<file path="src/rtl/lns_delta_pipe.sv">
`timescale 1ns/1ps
// Three-stage LNS delta approximation (delta-plus / delta-minus) with a global
// stall, tag sideband and a saturating count of results forced to zero.
module lns_delta_pipe #(
    parameter int WBITS    = 16,
    parameter int FRACBITS = 8,
    parameter int TAGW     = 4
) (
    input  logic             clk,
    input  logic             rst_n,
    input  logic             in_valid,
    output logic             in_ready,
    input  logic [WBITS-1:0] in_diff,
    input  logic             in_sign,
    input  logic             in_interp,
    input  logic [TAGW-1:0]  in_tag,
    output logic             out_valid,
    input  logic             out_ready,
    output logic [WBITS-1:0] out_res,
    output logic [TAGW-1:0]  out_tag,
    output logic [15:0]      sat_count,
    input  logic             sat_clr
);
    localparam int STAGES = 3;
    localparam int KW     = WBITS - FRACBITS;

    localparam logic [WBITS-1:0] ONE         = WBITS'(1) << FRACBITS;
    localparam logic [WBITS-1:0] ONE_PT_FIVE = WBITS'(3) << (FRACBITS - 1);
    localparam logic [WBITS-1:0] MSB_MASK    = WBITS'(1) << (WBITS - 1);
    localparam logic [WBITS-1:0] MAX_POS     = ~MSB_MASK;

    typedef struct packed {
        logic [KW-1:0]       k;
        logic [FRACBITS-1:0] f;
        logic                sign;
        logic                interp;
        logic [TAGW-1:0]     tag;
    } s1_t;

    typedef struct packed {
        logic [WBITS-1:0] mag_res;
        logic             sat;
        logic             sign;
        logic [TAGW-1:0]  tag;
    } s2_t;

    logic [STAGES:1] vld_pipe;
    logic            en;
    logic            out_sat;

    s1_t s1_d, s1_q;
    s2_t s2_d, s2_q;

    logic [WBITS-1:0]   mag;
    logic [WBITS-1:0]   base;
    logic [2*WBITS-1:0] prod;
    logic [2*WBITS-1:0] corr;
    logic [WBITS-1:0]   res_d;

    assign out_valid = vld_pipe[STAGES];
    assign en        = out_ready | ~out_valid;
    assign in_ready  = en;

    // Stage 1: magnitude split into integer shift and interpolation fraction
    always_comb begin
        mag = in_diff;
        if (in_diff == MSB_MASK)
            mag = MAX_POS;
        else if (in_diff[WBITS-1])
            mag = -in_diff;
        s1_d.k      = mag[WBITS-1:FRACBITS];
        s1_d.f      = mag[FRACBITS-1:0];
        s1_d.sign   = in_sign;
        s1_d.interp = in_interp;
        s1_d.tag    = in_tag;
    end

    // Stage 2: shifted base, optional truncating linear correction
    always_comb begin
        s2_d.sat  = WBITS'(s1_q.k) > WBITS'(FRACBITS);
        base      = (s1_q.sign ? ONE : ONE_PT_FIVE) >> s1_q.k;
        if (s2_d.sat)
            base = '0;
        prod = {{WBITS{1'b0}}, base} * {{(2*WBITS-FRACBITS){1'b0}}, s1_q.f};
        corr = prod >> (FRACBITS + 1);
        s2_d.mag_res = s1_q.interp ? (base - corr[WBITS-1:0]) : base;
        s2_d.sign    = s1_q.sign;
        s2_d.tag     = s1_q.tag;
    end

    // Stage 3: delta-minus results carry the MSB flag unless they are zero
    assign res_d = (!s2_q.sign && s2_q.mag_res != '0) ? (s2_q.mag_res | MSB_MASK)
                                                      : s2_q.mag_res;

    always_ff @(posedge clk) begin
        if (en) begin
            s1_q <= s1_d;
            s2_q <= s2_d;
        end
    end

    always_ff @(posedge clk or negedge rst_n) begin
        if (!rst_n) begin
            vld_pipe  <= '0;
            out_res   <= '0;
            out_tag   <= '0;
            out_sat   <= 1'b0;
            sat_count <= '0;
        end else begin
            if (en) begin
                vld_pipe <= {vld_pipe[STAGES-1:1], in_valid};
                if (vld_pipe[STAGES-1]) begin
                    out_res <= res_d;
                    out_tag <= s2_q.tag;
                    out_sat <= s2_q.sat;
                end
            end
            if (sat_clr)
                sat_count <= '0;
            else if (out_valid && out_ready && out_sat && sat_count != 16'hFFFF)
                sat_count <= sat_count + 16'd1;
        end
    end
endmodule

</file>
<file path="config.mk">
export PLATFORM = sky130hd
export DESIGN_NAME = lns_delta_pipe
export DESIGN_NICKNAME = d
export VERILOG_FILES = /design/src/rtl/lns_delta_pipe.sv
export SDC_FILE = /design/constraint.sdc
export NUM_CORES = 1
export LEC_CHECK = 0
export ABC_AREA = 1
export CELL_PAD_IN_SITES_DETAIL_PLACEMENT = 1
export CELL_PAD_IN_SITES_GLOBAL_PLACEMENT = 2
export CORE_UTILIZATION = 38
export CTS_CLUSTER_SIZE = 24
export DETAILED_ROUTE_END_ITERATION = 12
export GPL_ROUTABILITY_DRIVEN = 0
export HOLD_SLACK_MARGIN = 0.12
export PLACE_DENSITY_LB_ADDON = 0.2
export SLEW_MARGIN = 30
export SYNTH_ARGS = -nofsm -noshare
export SYNTH_HDL_FRONTEND = slang
export SYNTH_SLANG_ARGS = --single-unit
export TNS_END_PERCENT = 20
</file>
<file path="constraint.sdc">
create_clock -name clk -period 9.5 [get_ports clk]
set_clock_uncertainty 0.2 [all_clocks]
set_input_delay 1.9 -clock clk [delete_from_list [all_inputs] [get_ports clk]]
set_output_delay 1.9 -clock clk [all_outputs]
set_load 0.02 [all_outputs]
</file>
==> results of run 1 <==
[cell families after synthesis]
family | count (synthesis)
AND/OR/NAND/NOR | 370
buffers and inverters | 146
flip-flops | 84
adder cells (fa/ha/maj) | 92
XOR/XNOR | 9
AO/OA/AOI/OAI | 93
[flip-flops by register name, indices dropped and copies added (netlist names)]
register / count
out_res: 16
out_sat: 1
out_tag: 4
s1_q: 22
s2_q: 22
sat_count: 16
vld_pipe: 3
[power by group]
group	leakage, nW	internal (W)	switching (W)
clock	0.142	0.000189	0.000163
combinational	2.64	0.000143	0.000231
sequential	0.987	0.000490	0.0000579
[worst max-delay path, delay by kind of cell, from the launching register on]
family	cells	cell delay (ns)
AO/OA/AOI/OAI	6	0.84
XOR/XNOR	1	0.18
adder cells (fa/ha/maj)	7	3.01
buffers and inverters	6	0.66
flip-flops	1	0.42
AND/OR/NAND/NOR	14	1.72
[layout make-up]
cell class              instances  area, µm²
clock buffers                  10        239
clock inverters                 6       51.3
fillers                      2030       8960
inverters                     138        518
multi-input cells             564       3690
flip-flops and latches         84       2320
well taps                     220        275
repair buffers                 65        646
[worst paths after layout]
path / from / end / slack (ns)
min in group asynchronous: rst_n / vld_pipe[1]$_DFFE_PN0N_ / 1.32
max in group asynchronous: rst_n / out_res[4]$_DFFE_PN0P_ / 7.41
worst min register to register: s1_q[2]$_DFFE_PN_ / s2_q[2]$_DFFE_PN_ / 0.22
worst min-delay path: s1_q[2]$_DFFE_PN_ / s2_q[2]$_DFFE_PN_ / 0.22
worst max register to register: s1_q[21]$_SDFFCE_PP0N_ / s2_q[14]$_DFFE_PN_ / 2.21
worst max-delay path: s1_q[21]$_SDFFCE_PP0N_ / s2_q[14]$_DFFE_PN_ / 2.21
[synth_stat cells, types with 2 or more instances]
| master | count |
|---|---|
| dfrtp_1 | 40 |
| nor3b_1 | 2 |
| o21a_1 | 2 |
| clkbuf_1 | 6 |
| o21ai_0 | 43 |
| edfxtp_1 | 44 |
| clkinv_1 | 2 |
| a221oi_1 | 3 |
| fa_1 | 42 |
| nand3b_1 | 4 |
| nor4_1 | 5 |
| nand4_1 | 6 |
| xor2_1 | 6 |
| inv_1 | 133 |
| nor2_1 | 111 |
| nand3_1 | 26 |
| a21oi_1 | 32 |
| nor3_2 | 3 |
| nor2_2 | 3 |
| or2_2 | 6 |
| nand2_2 | 5 |
| nand2_1 | 174 |
| nor2_4 | 4 |
| nand3_2 | 3 |
| a31oi_1 | 3 |
| nor3_1 | 13 |
| xnor2_1 | 3 |
| ha_1 | 50 |
| inv_2 | 3 |
| o22ai_1 | 2 |
[placed cells by master (no fill, tap or decap), drive strengths merged, types with 3 or more instances in the layout]
cell type	instances
a221oi	3
o21ai	45
dfrtp	40
nor3	16
a21oi	33
xor2	6
fa	42
or2	6
inv	141
ha	50
nand2	180
nand4	7
nand3b	4
clkdlybuf4s50	63
nand3	29
edfxtp	44
a31oi	3
nor2	119
xnor2	3
nor4	5
clkbuf	10
[through the flow]
| step | cell area [µm²] | hold WS (ns) |
|---|---|---|
| floorplan | 6570 | 0.200 |
| global route | 7740 | 0.235 |
| CTS | 7740 | 0.227 |
| detailed placement | 7450 | 0.211 |
| global placement | 7450 | 0.202 |
| finish | 7740 | 0.223 |
[per-layer routing]
metal | share of wire (%) | track usage, %
met1 | 47 | 26.8
met2 | 48 | 35.7
met3 | 3.3 | 3.12
met4 | 1.8 | 6.50
met5 | 0 | 0
==> results.py, run 1 <==
metrics = {
    "clock_tree": {
        "path_clk_slew_ns": 0.07,
        "clock_sinks": 84,
        "h-tree-depth": 3,
        "root_buffer": "clkbuf_16",
        "cts_buffer_depth": 2,
        "clkLatencyLatePin_ns": 0.35,
        "hold_buffers": 0,
        "post_cts.repair.setup_buffers": 0,
        "cts_made_buffers": 9,
        "postCtsResizedCells": 0,
        "cts_tree": "built",
    },
    "synthesis": {
        "ys_ff_latch": 84,
        "syn-num-nets": 913,
        "synthFlopType": "edfxtp_1",
        "synthMuxAreaShare_pct": 0,
        "ys_types": 45,
        "synth_cells": 794,
        "synth_top_cell_by_area": "edfxtp_1",
        "synth_compound_area_share_pct": 7.85,
        "synth-xor-area-share_pct": 1.20,
        "synth.top_cells.by_area": "edfxtp_1 20%, dfrtp_1 15%, fa_1 13%, nand2_1 9.9%, ha_1 9.5%",
        "synthArstFlopShare_pct": 47.6,
        "synthesis.yosys.warnings": 0,
        "synth-simple-area-share_pct": 24.8,
        "synth_adder_area_share_pct": 22.3,
        "ys_seq_area_share_pct": 35.4,
        "syn_area_mm2": 0.00657,
        "synth_top_area_share_pct": 20.1,
        "synth_top_family_by_area": "simple AND/OR/NAND/NOR gates",
        "synth_area_per_cell_um2": 8.27,
        "synth-edff-count": 44,
    },
    "die": {
        "die_w_um": 133,
        "rows": 47,
        "die_area_mm2": 0.0178,
        "fp.coreArea_mm2": 0.0167,
        "dieHeight_um": 133,
        "start_util_pct": 39.3,
        "io_pins": 65,
    },
    "worst_setup_path": {
        "arrival_ns": 7.18,
        "worstPathRequired_ns": 9.38,
        "crit_path_end_kind": "flip-flop",
        "slowest_delay_ns": 0.55,
        "startpoint_type": "flip-flop",
        "slowest_stage": "fa_1",
        "rr_worst_depth": 34,
        "path_max_fanout": 7,
        "critPathKind": "reg -> reg",
    },
    "routing": {
        "post-route-drc-count": 0,
        "vias_per_cell": 4.94,
        "dr.pass1.iters": 6,
        "wl_per_cell_um": 15.8,
        "drt_iter0_drc": 230,
        "postRouteAntennaNets": 0,
        "dr_total_vias": 5373,
        "routed_wl_mm": 17.2,
    },
    "pwr": {
        "cellLeakagePower_nw": 3.77,
        "p_per_area_mw_per_mm2": 165,
        "finalPower_w": 0.00127,
        "ir_worst_vdd_v": 0.000140,
    },
    "timing": {
        "maxSlewHeadroom_pct": 51.5,
        "fin_crit_sh_pct": 76.8,
        "rsz0062_at_grt": "no",
        "drv_slew": 0,
        "setup_ws_ns": 2.21,
        "period_needed_ns": 7.29,
        "tns_ns": 0,
        "fmax_mhz": 137,
        "hold_viol_final": 0,
        "tightest_slew_ns": 0.722,
        "setup_viol": 0,
    },
    "grt": {
        "grt_start_max_net_pins": 48,
        "antenna_found_initial": 0,
        "grt_use_total_pct": 20.8,
        "grt_pass1_vias": 5681,
        "grt.overflow.total": 0,
        "grt_pass1_wl_mm": 28.7,
    },
    "final_layout": {
        "final_util_pct": 46.4,
        "drive_above_1_share_pct": 6.11,
        "syn_to_final_growth_pct": 17.9,
        "layoutNonFillerInstCount": 1087,
        "n_antenna_cell": 0,
        "final_nets": 981,
    },
    "place": {
        "preCtsSetupSlack_ns": 2.31,
        "hpwlAfterDp_mm": 14.0,
        "dp.cells": 1071,
        "io_buffer_count": 64,
    },
    "hold_path": {
        "hold_class": "reg -> reg",
        "holdPathStages": 0,
    },
    "job": {
        "cap_violations": 0,
    },
    "run_status": {
        "status": "finished clean",
    },
}
Note: power is estimated with default switching activity, not from simulation.
==> inputs of run 2 (changes only) <==
--- a/config.mk
+++ b/config.mk
@@ -8,7 +8,7 @@
 export ABC_AREA = 1
 export CELL_PAD_IN_SITES_DETAIL_PLACEMENT = 1
 export CELL_PAD_IN_SITES_GLOBAL_PLACEMENT = 2
-export CORE_UTILIZATION = 38
+export CORE_UTILIZATION = 32
 export CTS_CLUSTER_SIZE = 24
 export DETAILED_ROUTE_END_ITERATION = 12
 export GPL_ROUTABILITY_DRIVEN = 0
==> constraint.sdc (replaced) <==
create_clock -name clk -period 6.3 [get_ports clk]
set_clock_uncertainty 0.2 [all_clocks]
set_input_delay 1.26 -clock clk [delete_from_list [all_inputs] [get_ports clk]]
set_output_delay 1.26 -clock clk [all_outputs]
set_load 0.02 [all_outputs]
==> run 2 against run 1 <==
Against the previous run:
- highest routed layer unchanged
- critical endpoint unchanged
- the run now ends with negative setup slack left
- sequential power grew 50%
- largest power group unchanged
- critical path type unchanged
- sequential share of layout area down 4.2 points
- critical path depth grew 2
==> results.py, run 2 (synthesis gave the netlist of run 1 again) <==
metrics = {
    "run_status": {
        "status": "finished, violations left",
        "violations": "negative setup slack",
    },
    "clock_tree": {
        "path_clk_slew_ns": 0.06,
        "cts_made_buffers": 9,
        "h-tree-depth": 3,
        "cts_tree": "built",
        "hold_buffers": 0,
        "cts_buffer_depth": 2,
        "clock_sinks": 84,
        "clkLatencyLatePin_ns": 0.35,
        "root_buffer": "clkbuf_16",
    },
    "place": {
        "dp.cells": 1183,
        "preCtsSetupSlack_ns": -0.587,
        "hpwlAfterDp_mm": 15.1,
        "io_buffer_count": 64,
        "postPlaceCellArea_mm2": 0.00798,
    },
    "timing": {
        "setup_viol": 2,
        "hold_viol_final": 0,
        "period_needed_ns": 6.32,
        "fin_crit_sh_pct": 100,
        "maxSlewHeadroom_pct": 55.5,
        "rsz0062_at_grt": "yes",
        "tightest_slew_ns": 0.664,
        "setup_ws_ns": -0.0160,
        "drv_slew": 0,
        "fmax_mhz": 158,
    },
    "worst_setup_path": {
        "rrSetupSlack_ns": -0.02,
        "worstPathRequired_ns": 6.18,
        "crit_path_end_kind": "flip-flop",
        "critPathKind": "reg -> reg",
        "slowest_stage": "fa_2",
        "crit_family": "adder cells",
        "slowest_delay_ns": 0.54,
        "r2r-end": "s2_q[14]$_DFFE_PN_",
        "timing.critical_path.buf_inv": 8,
        "r2r_start": "s1_q[14]$_SDFFCE_PP1N_",
        "startpoint_type": "flip-flop",
        "path_max_fanout": 5,
        "rr_worst_depth": 36,
        "arrival_ns": 6.19,
    },
    "grt": {
        "grt_pass1_vias": 6325,
        "grt_start_max_net_pins": 48,
        "antenna_found_initial": 0,
        "grt_use_total_pct": 18.7,
        "grt_pass1_wl_mm": 31.3,
        "grt.overflow.total": 0,
    },
    "final_layout": {
        "design_area_mm2": 0.00899,
        "layoutNonFillerInstCount": 1225,
        "reg_top3": "s1_q (22), s2_q (22)",
        "final_cell_mix": "161 x nand2_1, 115 x inv_1, 88 x buf_4, 81 x nor2_1, 63 x clkdlybuf4s50_1",
        "nFillCells": 2396,
        "drive_above_1_share_pct": 25.3,
        "final_common_cell": "nand2_1",
        "n_antenna_cell": 0,
        "syn_to_final_growth_pct": 36.8,
        "final_nets": 1069,
    },
    "pwr": {
        "p_per_area_mw_per_mm2": 226,
        "ir_worst_vdd_v": 0.000125,
        "cellLeakagePower_nw": 4.25,
    },
    "job": {
        "cap_violations": 0,
    },
    "routing": {
        "post-route-drc-count": 0,
        "dr.pass1.iters": 5,
        "wl_per_cell_um": 15.7,
        "dr_total_vias": 5784,
        "drt_iter0_drc": 221,
        "vias_per_cell": 4.72,
        "postRouteAntennaNets": 0,
        "routed_wl_mm": 19.3,
    },
    "die": {
        "die_w_um": 145,
        "start_util_pct": 32.6,
        "die_area_mm2": 0.0211,
        "rows": 52,
        "fp.coreArea_mm2": 0.0202,
        "io_pins": 65,
        "dieHeight_um": 145,
    },
    "hold_path": {
        "hold_class": "reg -> reg",
        "holdCritStartpoint": "s1_q[0]$_DFFE_PN_",
        "holdPathStages": 0,
        "hold_path_end": "s2_q[0]$_DFFE_PN_",
    },
}
-- run 2: worst max-delay path by stage --
stage	startpoint	endpoint	slack [ns]	cells after the start
after floorplan	s1_q[21]$_SDFFCE_PP0N_	s2_q[16]$_SDFFCE_PN0N_	0.13	34
after global placement	s1_q[21]$_SDFFCE_PP0N_	s2_q[14]$_DFFE_PN_	-0.25	33
after detailed placement	s1_q[21]$_SDFFCE_PP0N_	s2_q[16]$_SDFFCE_PN0N_	-0.59	32
after CTS	s1_q[20]$_SDFFCE_PP1N_	s2_q[14]$_DFFE_PN_	-0.06	34
after global routing	s1_q[14]$_SDFFCE_PP1N_	s2_q[14]$_DFFE_PN_	-0.31	37
final	s1_q[14]$_SDFFCE_PP1N_	s2_q[14]$_DFFE_PN_	-0.02	36
-- run 2: layout make-up --
class / count / area [µm²] / share of cell area, %
Multi-Input combinational cell: 564 / 4190 / 46.6
Sequential cell: 84 / 2320 / 25.8
Timing Repair Buffer: 153 / 1310 / 14.6
Inverter: 138 / 520 / 5.79
Tap cell: 270 / 338 / 3.76
Clock buffer: 12 / 279 / 3.10
Clock inverter: 4 / 27.5 / 0.306
-- run 2: what timing repair did --
item                                    4_1_cts  5_1_grt
pin swaps                                    26       63
endpoints found under the setup margin       11       13
setup buffers                                18        8
gates cloned                                  0        0
gates resized for setup                      70       69
-- run 2: layer usage --
layer | part of all wire (%) | GRT usage [%]
met1 | 44 | 22.9
met3 | 3.8 | 3.14
met5 | 0 | 0
met2 | 50 | 32.7
met4 | 2.6 | 6.95
-- run 2: report_power, final --
group	switching [W]	internal [W]	total (W)
combinational	0.000388	0.000276	0.000664
sequential	0.0000853	0.000739	0.000824
clock	0.000224	0.000316	0.000540
-- run 2: metrics by stage --
stage	util, %	power, W	hold slack, ns	TNS, ns
after floorplan	-	0.00114	0.200	0
final	44.6	0.00203	0.226	-0.0195
after detailed placement	39.6	0.00144	0.214	-4.06
after global placement	39.5	0.00142	0.202	-1.99
after global routing	44.6	0.00215	0.242	-2.51
after CTS	43.1	0.00202	0.229	-0.273
==> inputs of run 3 (changes only) <==
--- a/config.mk
+++ b/config.mk
@@ -12,6 +12,7 @@
 export CTS_CLUSTER_SIZE = 24
 export DETAILED_ROUTE_END_ITERATION = 12
 export GPL_ROUTABILITY_DRIVEN = 0
+export GPL_TIMING_DRIVEN = 0
 export HOLD_SLACK_MARGIN = 0.12
 export PLACE_DENSITY_LB_ADDON = 0.2
 export SLEW_MARGIN = 30
==> run 3 against run 2 <==
Against the previous run:
- the flow still finishes with violations (negative setup slack)
- flip-flop and latch count is the same
- critical path depth is the same
- cell area shrank 2.3%
- clock power down 3%
- combinational power decreased by 0.9%
- hold slack worse by 0.0081 ns
- global-route usage decreased by 0.17 points
- power is 1.1% lower
- non-clock buffer count fell by 33
- utilization fell by 1.0 points
- sequential power hardly changed
==> results.py, run 3 (synthesis gave the netlist of run 1 again) <==
metrics = {
    "final_layout": {
        "final_nets": 1036,
        "final_cell_mix": "161 x nand2_1, 115 x inv_1, 90 x nor2_1, 62 x clkdlybuf4s50_1, 45 x buf_4",
        "multiInputGateArea_mm2": 0.00423,
        "n_antenna_cell": 0,
        "final_common_cell": "nand2_1",
        "drive_above_1_share_pct": 21.1,
        "final_util_pct": 43.5,
        "nFillCells": 2357,
        "layoutNonFillerInstCount": 1192,
        "design_area_mm2": 0.00878,
        "seq_area_mm2": 0.00232,
        "reg_top3": "s1_q (22), s2_q (22)",
        "syn_to_final_growth_pct": 33.7,
    },
    "timing": {
        "drv_slew": 0,
        "fmax_mhz": 157,
        "rsz0062_at_grt": "yes",
        "fin_crit_sh_pct": 101,
        "setup_viol": 9,
        "tightest_slew_ns": 0.465,
        "setup_ws_ns": -0.0687,
        "maxSlewHeadroom_pct": 68.9,
        "hold_viol_final": 0,
        "holdWs_ns": 0.218,
        "period_needed_ns": 6.37,
    },
    "pwr": {
        "power.share.clock_pct": 26.1,
        "p_per_area_mw_per_mm2": 228,
        "finalPower_w": 0.00201,
        "p_comb_share_pct": 32.8,
        "p_seq_share_pct": 41.1,
        "switching_share_pct": 35.0,
        "intPower_w": 0.00130,
        "p_switching_w": 0.000701,
        "cellLeakagePower_nw": 4.12,
        "ir_worst_vdd_v": 0.000125,
    },
    "job": {
        "cap_violations": 0,
    },
    "run_status": {
        "violations": "negative setup slack",
        "status": "finished, violations left",
    },
    "worst_setup_path": {
        "arrival_ns": 6.26,
        "slowest_stage": "fa_1",
        "crit_family": "adder cells",
        "slowest_delay_ns": 0.55,
        "cpMostUsedCell": "inv_2",
        "crit_path_end_kind": "flip-flop",
        "worstPathRequired_ns": 6.19,
        "critPathKind": "reg -> reg",
        "startpoint_type": "flip-flop",
        "path_max_fanout": 5,
        "timing.critical_path.buf_inv": 9,
    },
    "die": {
        "dieHeight_um": 145,
        "die_area_mm2": 0.0211,
        "io_pins": 65,
        "fp.coreArea_mm2": 0.0202,
        "rows": 52,
        "start_util_pct": 32.6,
        "die_w_um": 145,
    },
    "clock_tree": {
        "path_clk_slew_ns": 0.06,
        "h-tree-depth": 3,
        "root_buffer": "clkbuf_16",
        "clkLatencyLatePin_ns": 0.34,
        "hold_buffers": 0,
        "clock_sinks": 84,
        "cts_tree": "built",
        "cts_made_buffers": 9,
        "cts_buffer_depth": 2,
    },
    "grt": {
        "grt.overflow.total": 0,
        "grt_pass1_wl_mm": 30.9,
        "grt_use_total_pct": 18.5,
        "grt_start_max_net_pins": 35,
        "grt_pass1_vias": 6114,
        "antenna_found_initial": 0,
    },
    "routing": {
        "route.met3.wl_um": 568,
        "vias_per_cell": 4.76,
        "dr_total_vias": 5674,
        "routed_wl_mm": 18.5,
        "wl_per_cell_um": 15.5,
        "post-route-drc-count": 0,
        "dr.pass1.iters": 4,
        "drt_iter0_drc": 131,
        "dr_wl_met2_mm": 9.21,
        "routed.top_layer": "met4",
        "m1WireLength_mm": 8.10,
        "postRouteAntennaNets": 0,
    },
    "place": {
        "hpwlAfterDp_mm": 14.1,
        "postPlaceCellArea_mm2": 0.00757,
        "io_buffer_count": 63,
        "dp.cells": 1129,
    },
    "hold_path": {
        "hold_class": "reg -> reg",
    },
}
-- run 3: changes by cell type in the layout (fill, tap and decap cells not counted), sizes merged --
cell | previous run | this run
buf | 90 | 52
clkbuf | 12 | 16
clkdlybuf4s50 | 63 | 62
clkinv | 3 | 5
clkinvlp | 1 | 0
inv | 138 | 139
-- run 3: path summary, 6_finish.rpt --
| path | from | end | slack (ns) | depth (start not counted) |
|---|---|---|---|---|
| hold / removal | s1_q[3]$_DFFE_PN_ | s2_q[3]$_DFFE_PN_ | 0.22 | 0 |
| setup reg to reg | s1_q[21]$_SDFFCE_PP0N_ | s2_q[14]$_DFFE_PN_ | -0.07 | 36 |
| setup / recovery | s1_q[21]$_SDFFCE_PP0N_ | s2_q[14]$_DFFE_PN_ | -0.07 | 36 |
| max in group asynchronous | rst_n | sat_count[13]$_DFFE_PN0P_ | 4.80 | 2 |
| min in group asynchronous | rst_n | vld_pipe[3]$_DFFE_PN0N_ | 0.62 | 1 |
| hold reg to reg | s1_q[3]$_DFFE_PN_ | s2_q[3]$_DFFE_PN_ | 0.22 | 0 |
-- run 3: power by group through the flow --
| stage | clock (W) | sequential [W] | combinational, W |
|---|---|---|---|
| after floorplan | 0 | 0.000893 | 0.000251 |
| after global placement | 0 | 0.000833 | 0.000558 |
| after detailed placement | 0 | 0.000835 | 0.000585 |
| after CTS | 0.000545 | 0.000824 | 0.000646 |
| after global routing | 0.000559 | 0.000843 | 0.000726 |
| final | 0.000523 | 0.000824 | 0.000658 |
-- run 3: final cells by class --
class / instances / area share (%)
inverters: 138 / 6.04
flip-flops and latches: 84 / 26.5
multi-input cells: 564 / 48.1
clock inverters: 6 / 0.556
well taps: 270 / 3.85
repair buffers: 112 / 11.7
plain buffers: 8 / 0.442
clock buffers: 10 / 2.85
-- run 3: layer usage --
| metal | GRT usage [%] | up-vias |
|---|---|---|
| met5 | 0 | - |
| met4 | 7.11 | 0 |
| met3 | 3.14 | 34 |
| met2 | 32.6 | 94 |
| met1 | 22.4 | 2767 |
| li1 | - | 2779 |
-- run 3: what timing repair did --
action	4_1_cts	5_1_grt
pin swaps	50	37
cloned	0	0
endpoints found under the hold margin	0	0
setup buffers	39	8
setup endpoints to repair	15	13
resized for setup	104	37
-- run 3: through the flow --
stage	setup WS [ns]	TNS [ns]
2_1_floorplan	0.126	0
3_3_place_gp	-0.940	-10.36
3_5_place_dp	-1.08	-12.30
4_1_cts	-0.0206	-0.0225
5_1_grt	-0.332	-3.29
6_report	-0.0687	-0.311
-- run 3: worst register-to-register path, delay by kind of cell, from the launching register on --
kind	cells	cell delay [ns]
adders and majority gates	6	2.56
DFF	1	0.41
xor gates and xnor gates	1	0.20
AOI/OAI and AO/OA	5	0.54
and+or+nand+nor	15	1.43
buffers and inverters	9	0.75
